<file path="src/rtl/wb_sram_slave_if.sv">
// Wishbone classic bus bundle between a bus master (CPU IF/MEM port via the
// arbiter) and one wb_sram_slave bank. Signal names follow the slave's view.
interface wb_sram_slave_if #(
  parameter int ADDR_WIDTH = 32,
  parameter int DATA_WIDTH = 32
);

  logic                    wb_cyc_i;
  logic                    wb_stb_i;
  logic                    wb_we_i;
  logic [ADDR_WIDTH-1:0]   wb_adr_i;
  logic [DATA_WIDTH-1:0]   wb_dat_i;
  logic [DATA_WIDTH/8-1:0] wb_sel_i;
  logic                    wb_ack_o;
  logic                    wb_err_o;
  logic [DATA_WIDTH-1:0]   wb_dat_o;

  // The master drives the request side and observes the termination side.
  modport master (
    output wb_cyc_i, wb_stb_i, wb_we_i, wb_adr_i, wb_dat_i, wb_sel_i,
    input  wb_ack_o, wb_err_o, wb_dat_o
  );

  // The slave observes the request side and drives the termination side.
  modport slave (
    input  wb_cyc_i, wb_stb_i, wb_we_i, wb_adr_i, wb_dat_i, wb_sel_i,
    output wb_ack_o, wb_err_o, wb_dat_o
  );

endinterface

</file>
<file path="src/rtl/wb_sram_slave.sv">
// Wishbone classic slave driving an external asynchronous 32-bit SRAM bank.
// One transfer at a time with fixed timing: reads ack three cycles after the
// request is sampled, writes four cycles after (setup / strobe / hold).
// Every output comes straight from a register; the combinational process
// computes the values for the next cycle and the state register loads them.
// Optional feature macro: WB_SRAM_ERR_EN -- when defined, requests whose upper
// address bits fall outside the BASE_ADDR window get a one-cycle wb_err_o and
// no SRAM access; when undefined, wb_err_o is 0 and all addresses alias.
module wb_sram_slave #(
  parameter int                    ADDR_WIDTH      = 32,
  parameter int                    DATA_WIDTH      = 32,
  parameter int                    SRAM_ADDR_WIDTH = 20,
  parameter int                    SRAM_DATA_WIDTH = 32,
  parameter logic [ADDR_WIDTH-1:0] BASE_ADDR       = 32'h8000_0000
) (
  input  logic                         clk_i,
  input  logic                         rst_i,
  wb_sram_slave_if.slave               wb,
  output logic [SRAM_ADDR_WIDTH-1:0]   sram_addr,
  input  logic [SRAM_DATA_WIDTH-1:0]   sram_data_i,
  output logic [SRAM_DATA_WIDTH-1:0]   sram_data_o,
  output logic                         sram_data_oe,
  output logic                         sram_ce_n,
  output logic                         sram_oe_n,
  output logic                         sram_we_n,
  output logic [SRAM_DATA_WIDTH/8-1:0] sram_be_n
);

  typedef enum logic [2:0] {
    IDLE,
    RD1,
    RD2,
    WR1,
    WR2,
    WR3,
    ACK
  } state_t;

  state_t                       r_state;
  logic                         r_ack;
  logic                         r_err;
  logic [DATA_WIDTH-1:0]        r_datO;
  logic [SRAM_ADDR_WIDTH-1:0]   r_addr;
  logic [SRAM_DATA_WIDTH-1:0]   r_dataO;
  logic                         r_dataOe;
  logic                         r_ceN;
  logic                         r_oeN;
  logic                         r_weN;
  logic [SRAM_DATA_WIDTH/8-1:0] r_beN;

  state_t                       w_stateNext;
  logic                         w_ackNext;
  logic                         w_errNext;
  logic [DATA_WIDTH-1:0]        w_datONext;
  logic [SRAM_ADDR_WIDTH-1:0]   w_addrNext;
  logic [SRAM_DATA_WIDTH-1:0]   w_dataONext;
  logic                         w_dataOeNext;
  logic                         w_ceNNext;
  logic                         w_oeNNext;
  logic                         w_weNNext;
  logic [SRAM_DATA_WIDTH/8-1:0] w_beNNext;

  logic                         w_request;
  logic                         w_outOfWindow;
  logic                         w_unused;

  assign w_request = wb.wb_cyc_i & wb.wb_stb_i;

`ifdef WB_SRAM_ERR_EN
  assign w_outOfWindow = (wb.wb_adr_i[ADDR_WIDTH-1:SRAM_ADDR_WIDTH+2] !=
                          BASE_ADDR[ADDR_WIDTH-1:SRAM_ADDR_WIDTH+2]);
`else
  assign w_outOfWindow = 1'b0;
`endif

  // Byte-offset bits (and, without the window check, the upper address bits
  // and the base address) intentionally play no part in the datapath.
  assign w_unused = ^{wb.wb_adr_i, BASE_ADDR};

  // Next-state and next-output decode; defaults describe a quiet bus with
  // all SRAM strobes inactive, so any path not listed below (including an
  // abort on wb_cyc_i low) lands in IDLE with the pad released.
  always_comb begin
    w_stateNext  = IDLE;
    w_ackNext    = 1'b0;
    w_errNext    = 1'b0;
    w_datONext   = r_datO;
    w_addrNext   = r_addr;
    w_dataONext  = r_dataO;
    w_dataOeNext = 1'b0;
    w_ceNNext    = 1'b1;
    w_oeNNext    = 1'b1;
    w_weNNext    = 1'b1;
    w_beNNext    = '1;

    case (r_state)
      IDLE: begin
        if (w_request) begin
          if (w_outOfWindow) begin
            w_stateNext = ACK;
            w_errNext   = 1'b1;
          end else begin
            w_addrNext  = wb.wb_adr_i[SRAM_ADDR_WIDTH+1:2];
            w_dataONext = wb.wb_dat_i;
            w_ceNNext   = 1'b0;
            if (wb.wb_we_i) begin
              w_stateNext  = WR1;
              w_dataOeNext = 1'b1;
              w_beNNext    = ~wb.wb_sel_i;
            end else begin
              w_stateNext = RD1;
              w_oeNNext   = 1'b0;
              w_beNNext   = '0;
            end
          end
        end
      end

      RD1: begin
        if (wb.wb_cyc_i) begin
          w_stateNext = RD2;
          w_ceNNext   = 1'b0;
          w_oeNNext   = 1'b0;
          w_beNNext   = '0;
        end
      end

      RD2: begin
        if (wb.wb_cyc_i) begin
          w_stateNext = ACK;
          w_ackNext   = 1'b1;
          w_datONext  = sram_data_i;
        end
      end

      WR1: begin
        if (wb.wb_cyc_i) begin
          w_stateNext  = WR2;
          w_ceNNext    = 1'b0;
          w_dataOeNext = 1'b1;
          w_weNNext    = 1'b0;
          w_beNNext    = r_beN;
        end
      end

      WR2: begin
        if (wb.wb_cyc_i) begin
          w_stateNext  = WR3;
          w_ceNNext    = 1'b0;
          w_dataOeNext = 1'b1;
          w_beNNext    = r_beN;
        end
      end

      WR3: begin
        if (wb.wb_cyc_i) begin
          w_stateNext = ACK;
          w_ackNext   = 1'b1;
        end
      end

      default: begin
        w_stateNext = IDLE;
      end
    endcase
  end

  // State and output registers with synchronous reset to the idle bus.
  always_ff @(posedge clk_i) begin
    if (rst_i) begin
      r_state  <= IDLE;
      r_ack    <= 1'b0;
      r_err    <= 1'b0;
      r_datO   <= '0;
      r_addr   <= '0;
      r_dataO  <= '0;
      r_dataOe <= 1'b0;
      r_ceN    <= 1'b1;
      r_oeN    <= 1'b1;
      r_weN    <= 1'b1;
      r_beN    <= '1;
    end else begin
      r_state  <= w_stateNext;
      r_ack    <= w_ackNext;
      r_err    <= w_errNext;
      r_datO   <= w_datONext;
      r_addr   <= w_addrNext;
      r_dataO  <= w_dataONext;
      r_dataOe <= w_dataOeNext;
      r_ceN    <= w_ceNNext;
      r_oeN    <= w_oeNNext;
      r_weN    <= w_weNNext;
      r_beN    <= w_beNNext;
    end
  end

  assign wb.wb_ack_o  = r_ack;
  assign wb.wb_err_o  = r_err;
  assign wb.wb_dat_o  = r_datO;
  assign sram_addr    = r_addr;
  assign sram_data_o  = r_dataO;
  assign sram_data_oe = r_dataOe;
  assign sram_ce_n    = r_ceN;
  assign sram_oe_n    = r_oeN;
  assign sram_we_n    = r_weN;
  assign sram_be_n    = r_beN;

endmodule

</file>
<file path="src/flat_wrapper.sv">
// flat-port wrapper written by rule: the top's interface ports become plain ports
module wb_sram_slave_flat 
#(
  parameter int                    ADDR_WIDTH      = 32,
  parameter int                    DATA_WIDTH      = 32,
  parameter int                    SRAM_ADDR_WIDTH = 20,
  parameter int                    SRAM_DATA_WIDTH = 32,
  parameter logic [ADDR_WIDTH-1:0] BASE_ADDR       = 32'h8000_0000
)
  (clk_i, rst_i, sram_addr, sram_data_i, sram_data_o, sram_data_oe, sram_ce_n, sram_oe_n, sram_we_n, sram_be_n, wb_wb_cyc_i, wb_wb_stb_i, wb_wb_we_i, wb_wb_adr_i, wb_wb_dat_i, wb_wb_sel_i, wb_wb_ack_o, wb_wb_err_o, wb_wb_dat_o);
  wb_sram_slave_if #(.ADDR_WIDTH(ADDR_WIDTH), .DATA_WIDTH(DATA_WIDTH)) wb_i ();
  input  logic clk_i;
  input  logic rst_i;
  output logic [SRAM_ADDR_WIDTH-1:0] sram_addr;
  input  logic [SRAM_DATA_WIDTH-1:0] sram_data_i;
  output logic [SRAM_DATA_WIDTH-1:0] sram_data_o;
  output logic sram_data_oe;
  output logic sram_ce_n;
  output logic sram_oe_n;
  output logic sram_we_n;
  output logic [SRAM_DATA_WIDTH/8-1:0] sram_be_n;
  input wire logic [$bits(wb_i.wb_cyc_i)-1:0] wb_wb_cyc_i;
  input wire logic [$bits(wb_i.wb_stb_i)-1:0] wb_wb_stb_i;
  input wire logic [$bits(wb_i.wb_we_i)-1:0] wb_wb_we_i;
  input wire logic [$bits(wb_i.wb_adr_i)-1:0] wb_wb_adr_i;
  input wire logic [$bits(wb_i.wb_dat_i)-1:0] wb_wb_dat_i;
  input wire logic [$bits(wb_i.wb_sel_i)-1:0] wb_wb_sel_i;
  output wire logic [$bits(wb_i.wb_ack_o)-1:0] wb_wb_ack_o;
  output wire logic [$bits(wb_i.wb_err_o)-1:0] wb_wb_err_o;
  output wire logic [$bits(wb_i.wb_dat_o)-1:0] wb_wb_dat_o;
  assign wb_i.wb_cyc_i = wb_wb_cyc_i;
  assign wb_i.wb_stb_i = wb_wb_stb_i;
  assign wb_i.wb_we_i = wb_wb_we_i;
  assign wb_i.wb_adr_i = wb_wb_adr_i;
  assign wb_i.wb_dat_i = wb_wb_dat_i;
  assign wb_i.wb_sel_i = wb_wb_sel_i;
  assign wb_wb_ack_o = wb_i.wb_ack_o;
  assign wb_wb_err_o = wb_i.wb_err_o;
  assign wb_wb_dat_o = wb_i.wb_dat_o;
  wb_sram_slave #(.ADDR_WIDTH(ADDR_WIDTH), .DATA_WIDTH(DATA_WIDTH), .SRAM_ADDR_WIDTH(SRAM_ADDR_WIDTH), .SRAM_DATA_WIDTH(SRAM_DATA_WIDTH), .BASE_ADDR(BASE_ADDR)) u_core (.clk_i(clk_i), .rst_i(rst_i), .wb(wb_i), .sram_addr(sram_addr), .sram_data_i(sram_data_i), .sram_data_o(sram_data_o), .sram_data_oe(sram_data_oe), .sram_ce_n(sram_ce_n), .sram_oe_n(sram_oe_n), .sram_we_n(sram_we_n), .sram_be_n(sram_be_n));
endmodule
</file>
<file path="config.mk">
export PLATFORM = sky130hd
export DESIGN_NAME = wb_sram_slave_flat
export DESIGN_NICKNAME = d
export VERILOG_FILES = /design/src/rtl/wb_sram_slave_if.sv /design/src/rtl/wb_sram_slave.sv /design/src/flat_wrapper.sv
export SDC_FILE = /design/constraint.sdc
export NUM_CORES = 1
export LEC_CHECK = 0
export ABC_AREA = 1
export BUFFER_PORTS_ARGS = -buffer_cell sky130_fd_sc_hd__buf_4
export CELL_PAD_IN_SITES_DETAIL_PLACEMENT = 1
export CELL_PAD_IN_SITES_GLOBAL_PLACEMENT = 1
export CORE_MARGIN = 2
export CORE_UTILIZATION = 34
export CTS_CLUSTER_DIAMETER = 60
export DETAILED_ROUTE_END_ITERATION = 8
export PLACE_DENSITY_LB_ADDON = 0.1
export SYNTH_ARGS = -nofsm -noshare
export SYNTH_HDL_FRONTEND = slang
export SYNTH_SLANG_ARGS = --single-unit
export TNS_END_PERCENT = 5
</file>
<file path="constraint.sdc">
create_clock -name clk_i -period 2.4 [get_ports clk_i]
set_input_delay 0.48 -clock clk_i [delete_from_list [all_inputs] [get_ports clk_i]]
set_output_delay 0.48 -clock clk_i [all_outputs]
set_load 0.005 [all_outputs]
</file>
==> results.sh <==
export IMPL_dieArea_mm2=0.0123
export IMPL_synth_area_leaders="dfxtp_1 50%, nor2_2 7.9%, o21ai_0 6.1%"
export IMPL_vias_per_cell=4.76
export IMPL_switching_share=0.242
export IMPL_syn_nets=566
export IMPL_wl_mm=11.2
export IMPL_power_frac_clock=0.399
export IMPL_ios=199
export IMPL_fp_dieH_um=111
export IMPL_cts_root_buf="clkbuf_16"
export IMPL_intPower_mw=2.88
export IMPL_maxSlewViolCount=0
export IMPL_synth_area_mm2=0.00388
export IMPL_yosys_area_top_type_share=0.495
export IMPL_rsz0062_at_grt="false"
export IMPL_timing_rr_end="u_core.sram_data_o[9]$_SDFFE_PP0P_"
export IMPL_min_path_type="in -> reg"
export IMPL_synthDistinctLibCells=26
export IMPL_p_per_area_mw_per_mm2=693
export IMPL_crit_required_ns=2.67
export IMPL_slew_headroom=0.568
export IMPL_status="finished, final reports clean"
export IMPL_synth_top_cell_by_area="dfxtp_1"
export IMPL_grt_total_usage=0.181
export IMPL_ys_flop_type="dfxtp_1"
export IMPL_power_mw=3.80
export IMPL_grt_max_degree=54
export IMPL_synth_edff_count=0
export IMPL_num_rows=39
export IMPL_dieWidth_um=111
export IMPL_yosysMostFrequentCell="dfxtp_1"
export IMPL_p_leak_nw=2.50
export IMPL_synthCells=461
export IMPL_p_seq_frac=0.457
export IMPL_r2r_setup_slack_ns=0.74
export IMPL_ir_drop_mv=0.398
export IMPL_synth_yosys_warnings=0
export IMPL_post_route_period_util=0.690
export IMPL_antenna_found_initial=0
export IMPL_cts_sinks=96
export IMPL_holdPathStages=3
export IMPL_synthArstFlopShare=0
export IMPL_yosysSeqAreaShare=0.495
export IMPL_worst_r2r_path_depth=5
export IMPL_clkTransAtPathRegs_ns=0.07
export IMPL_core_mm2=0.0113
export IMPL_tns_ns=0
export IMPL_finalCriticalPeriod_ns=1.66
export IMPL_synth_seq_cells=96
export IMPL_hpwl_mm=7.79
export IMPL_worstPathMaxFanout=53
export IMPL_worst_setup_path_type="reg -> reg"
export IMPL_hold_buffers=0
export IMPL_cts_tree="yes"
export IMPL_min_from="wb_wb_adr_i[12]"
export IMPL_p_sw_mw=0.921
export IMPL_drcViolationCount=0
export IMPL_clk_latency_ns=0.34
export IMPL_start_util=0.344
export IMPL_p_comb_frac=0.144
export IMPL_grt_pass1_wl_mm=18.3
export IMPL_critPathLaunchType="flip-flop"
export IMPL_worst_pin_slew_ns=0.648
export IMPL_diodes=0
export IMPL_avgSynthCellArea_um2=8.41
export IMPL_ys_top_cells_by_count="96 x dfxtp_1, 60 x nor2_1, 59 x nand2_1, 49 x nor2_2, 47 x o21ai_0"
export IMPL_postCtsSetupBuffers=0
export IMPL_wire_per_inst_um=14.5
export IMPL_hold_end="u_core.sram_addr[10]$_SDFFE_PP0P_"
export IMPL_drtIter0Drc=172
export IMPL_drive_gt1_frac=0.422
export IMPL_drv_cap=0
export IMPL_numCtsBuffers=9
export IMPL_arrival_ns=1.92
export IMPL_fmax_ghz=0.604
export IMPL_numPortBuffers=185
export IMPL_worst_setup_path_end_kind="flip-flop"
export IMPL_h_tree_depth=3
export IMPL_fill_cells=1388
export IMPL_first_pass_iters=4
export IMPL_r2r_start="u_core.r_state[2]$_SDFF_PP0_"
export IMPL_grt_ovfl_total=0
export IMPL_ctsLongestPathBuffers=2
export IMPL_ant_nets=0
export IMPL_hold_violations=0
export IMPL_finalSetupViolCount=0
export IMPL_grt_pass1_vias=3718
export IMPL_num_vias=3690
export IMPL_synthToLayoutAreaGrowth_pct=41.5
export IMPL_skew_ns=0.00713
export IMPL_cts_repair_resized=0
export IMPL_gp_congestion=0.737
export IMPL_nNetsFinal=732
logic make-up (layout without fill, tap and decap cells):
kind of cell,after synthesis,count (layout),synth area share
other cells,1,1,0.000967
flops,96,96,0.495
compound gates,91,91,0.119
buf+inv,45,216,0.0894
simple gates,228,228,0.295
layout by cell type, fill, tap and decap left out:
| master | n |
|---|---|
| a21oi_1 | 34 |
| nor2_1 | 60 |
| nand2_4 | 2 |
| bufinv_16 | 1 |
| inv_2 | 3 |
| nor3_1 | 2 |
| clkbuf_16 | 9 |
| dfxtp_1 | 96 |
| inv_4 | 1 |
| clkinv_2 | 1 |
| conb_1 | 1 |
| nor2_8 | 3 |
| nand4_1 | 3 |
| a21oi_2 | 2 |
| buf_4 | 188 |
| o21ai_1 | 8 |
| nand2_2 | 1 |
| nor2_2 | 49 |
| o21ai_0 | 47 |
| nand2_1 | 59 |
| inv_1 | 8 |
| clkbuf_8 | 4 |
| nand3_1 | 46 |
| clkbuf_1 | 1 |
| nand2_8 | 1 |
| nor2_4 | 2 |
flip-flops by register name, summed over array words and instances, names as in the netlist:
signal and flops:
u_core.r_state 3, u_core.sram_addr 20, u_core.sram_be_n 4, u_core.sram_ce_n 1, u_core.sram_data_o 32, u_core.sram_data_oe 1, u_core.sram_oe_n 1, u_core.sram_we_n 1
u_core.wb.wb_ack_o 1, u_core.wb.wb_dat_o 32
per-layer routing:
metal  up-vias  GRT usage  wire length [µm]
met3        16     0.0596               937
met4         0     0.0717               222
met5         -          0                 0
met2       123      0.299              5440
li1       1827          -                 -
met1      1724      0.219              4640
cell type report:
type	count	area [µm²]	area share
sequential	96	1920	0.350
inverter	12	47.5	0.00866
multi-input combinational	320	1610	0.293
clock buffer	14	284	0.0517
tap	143	179	0.0326
clock inverter	2	35.0	0.00638
timing repair buffer	188	1410	0.257
through the flow:
stage / area (µm²) / worst slack, ns / std cells / hold slack [ns] / utilization
floorplan: 3880 / 1.09 / 461 / 0.455 / -
global placement: 5170 / 0.553 / 759 / 0.449 / 0.459
detailed placement: 5170 / 0.472 / 759 / 0.454 / 0.459
CTS: 5490 / 0.717 / 775 / 0.356 / 0.487
global route: 5490 / 0.524 / 775 / 0.367 / 0.487
finish: 5490 / 0.744 / 775 / 0.363 / 0.487
worst max-delay path: stages (launching register included):
cell and delay [ns]:
dfxtp_1 0.46, nor2_4 0.18, nand2_2 0.11, nor2_8 0.51
o21ai_0 0.16, nor2_1 0.14
how the worst max path moves through the flow:
| stage | start | endpoint | slack [ns] |
|---|---|---|---|
| floorplan | wb_wb_cyc_i | u_core.sram_addr[10]$_SDFFE_PP0P_ | 1.09 |
| global route | u_core.r_state[0]$_SDFF_PP0_ | u_core.sram_data_o[26]$_SDFFE_PP0P_ | 0.52 |
| finish | u_core.r_state[2]$_SDFF_PP0_ | u_core.sram_data_o[9]$_SDFFE_PP0P_ | 0.74 |
| CTS | u_core.r_state[2]$_SDFF_PP0_ | u_core.sram_data_o[30]$_SDFFE_PP0P_ | 0.72 |
| detailed placement | wb_wb_cyc_i | u_core.sram_data_o[9]$_SDFFE_PP0P_ | 0.47 |
| global placement | rst_i | u_core.sram_data_o[13]$_SDFFE_PP0P_ | 0.55 |
power by group through the flow:
stage	Clock, mW	Combinational [mW]	Sequential, mW
global route	1.63	0.603	1.75
finish	1.52	0.546	1.74
floorplan	0	0.273	1.77
detailed placement	0	0.555	1.77
CTS	1.56	0.557	1.74
global placement	0	0.545	1.77
No activity file was read; power rests on OpenSTA's default activity.
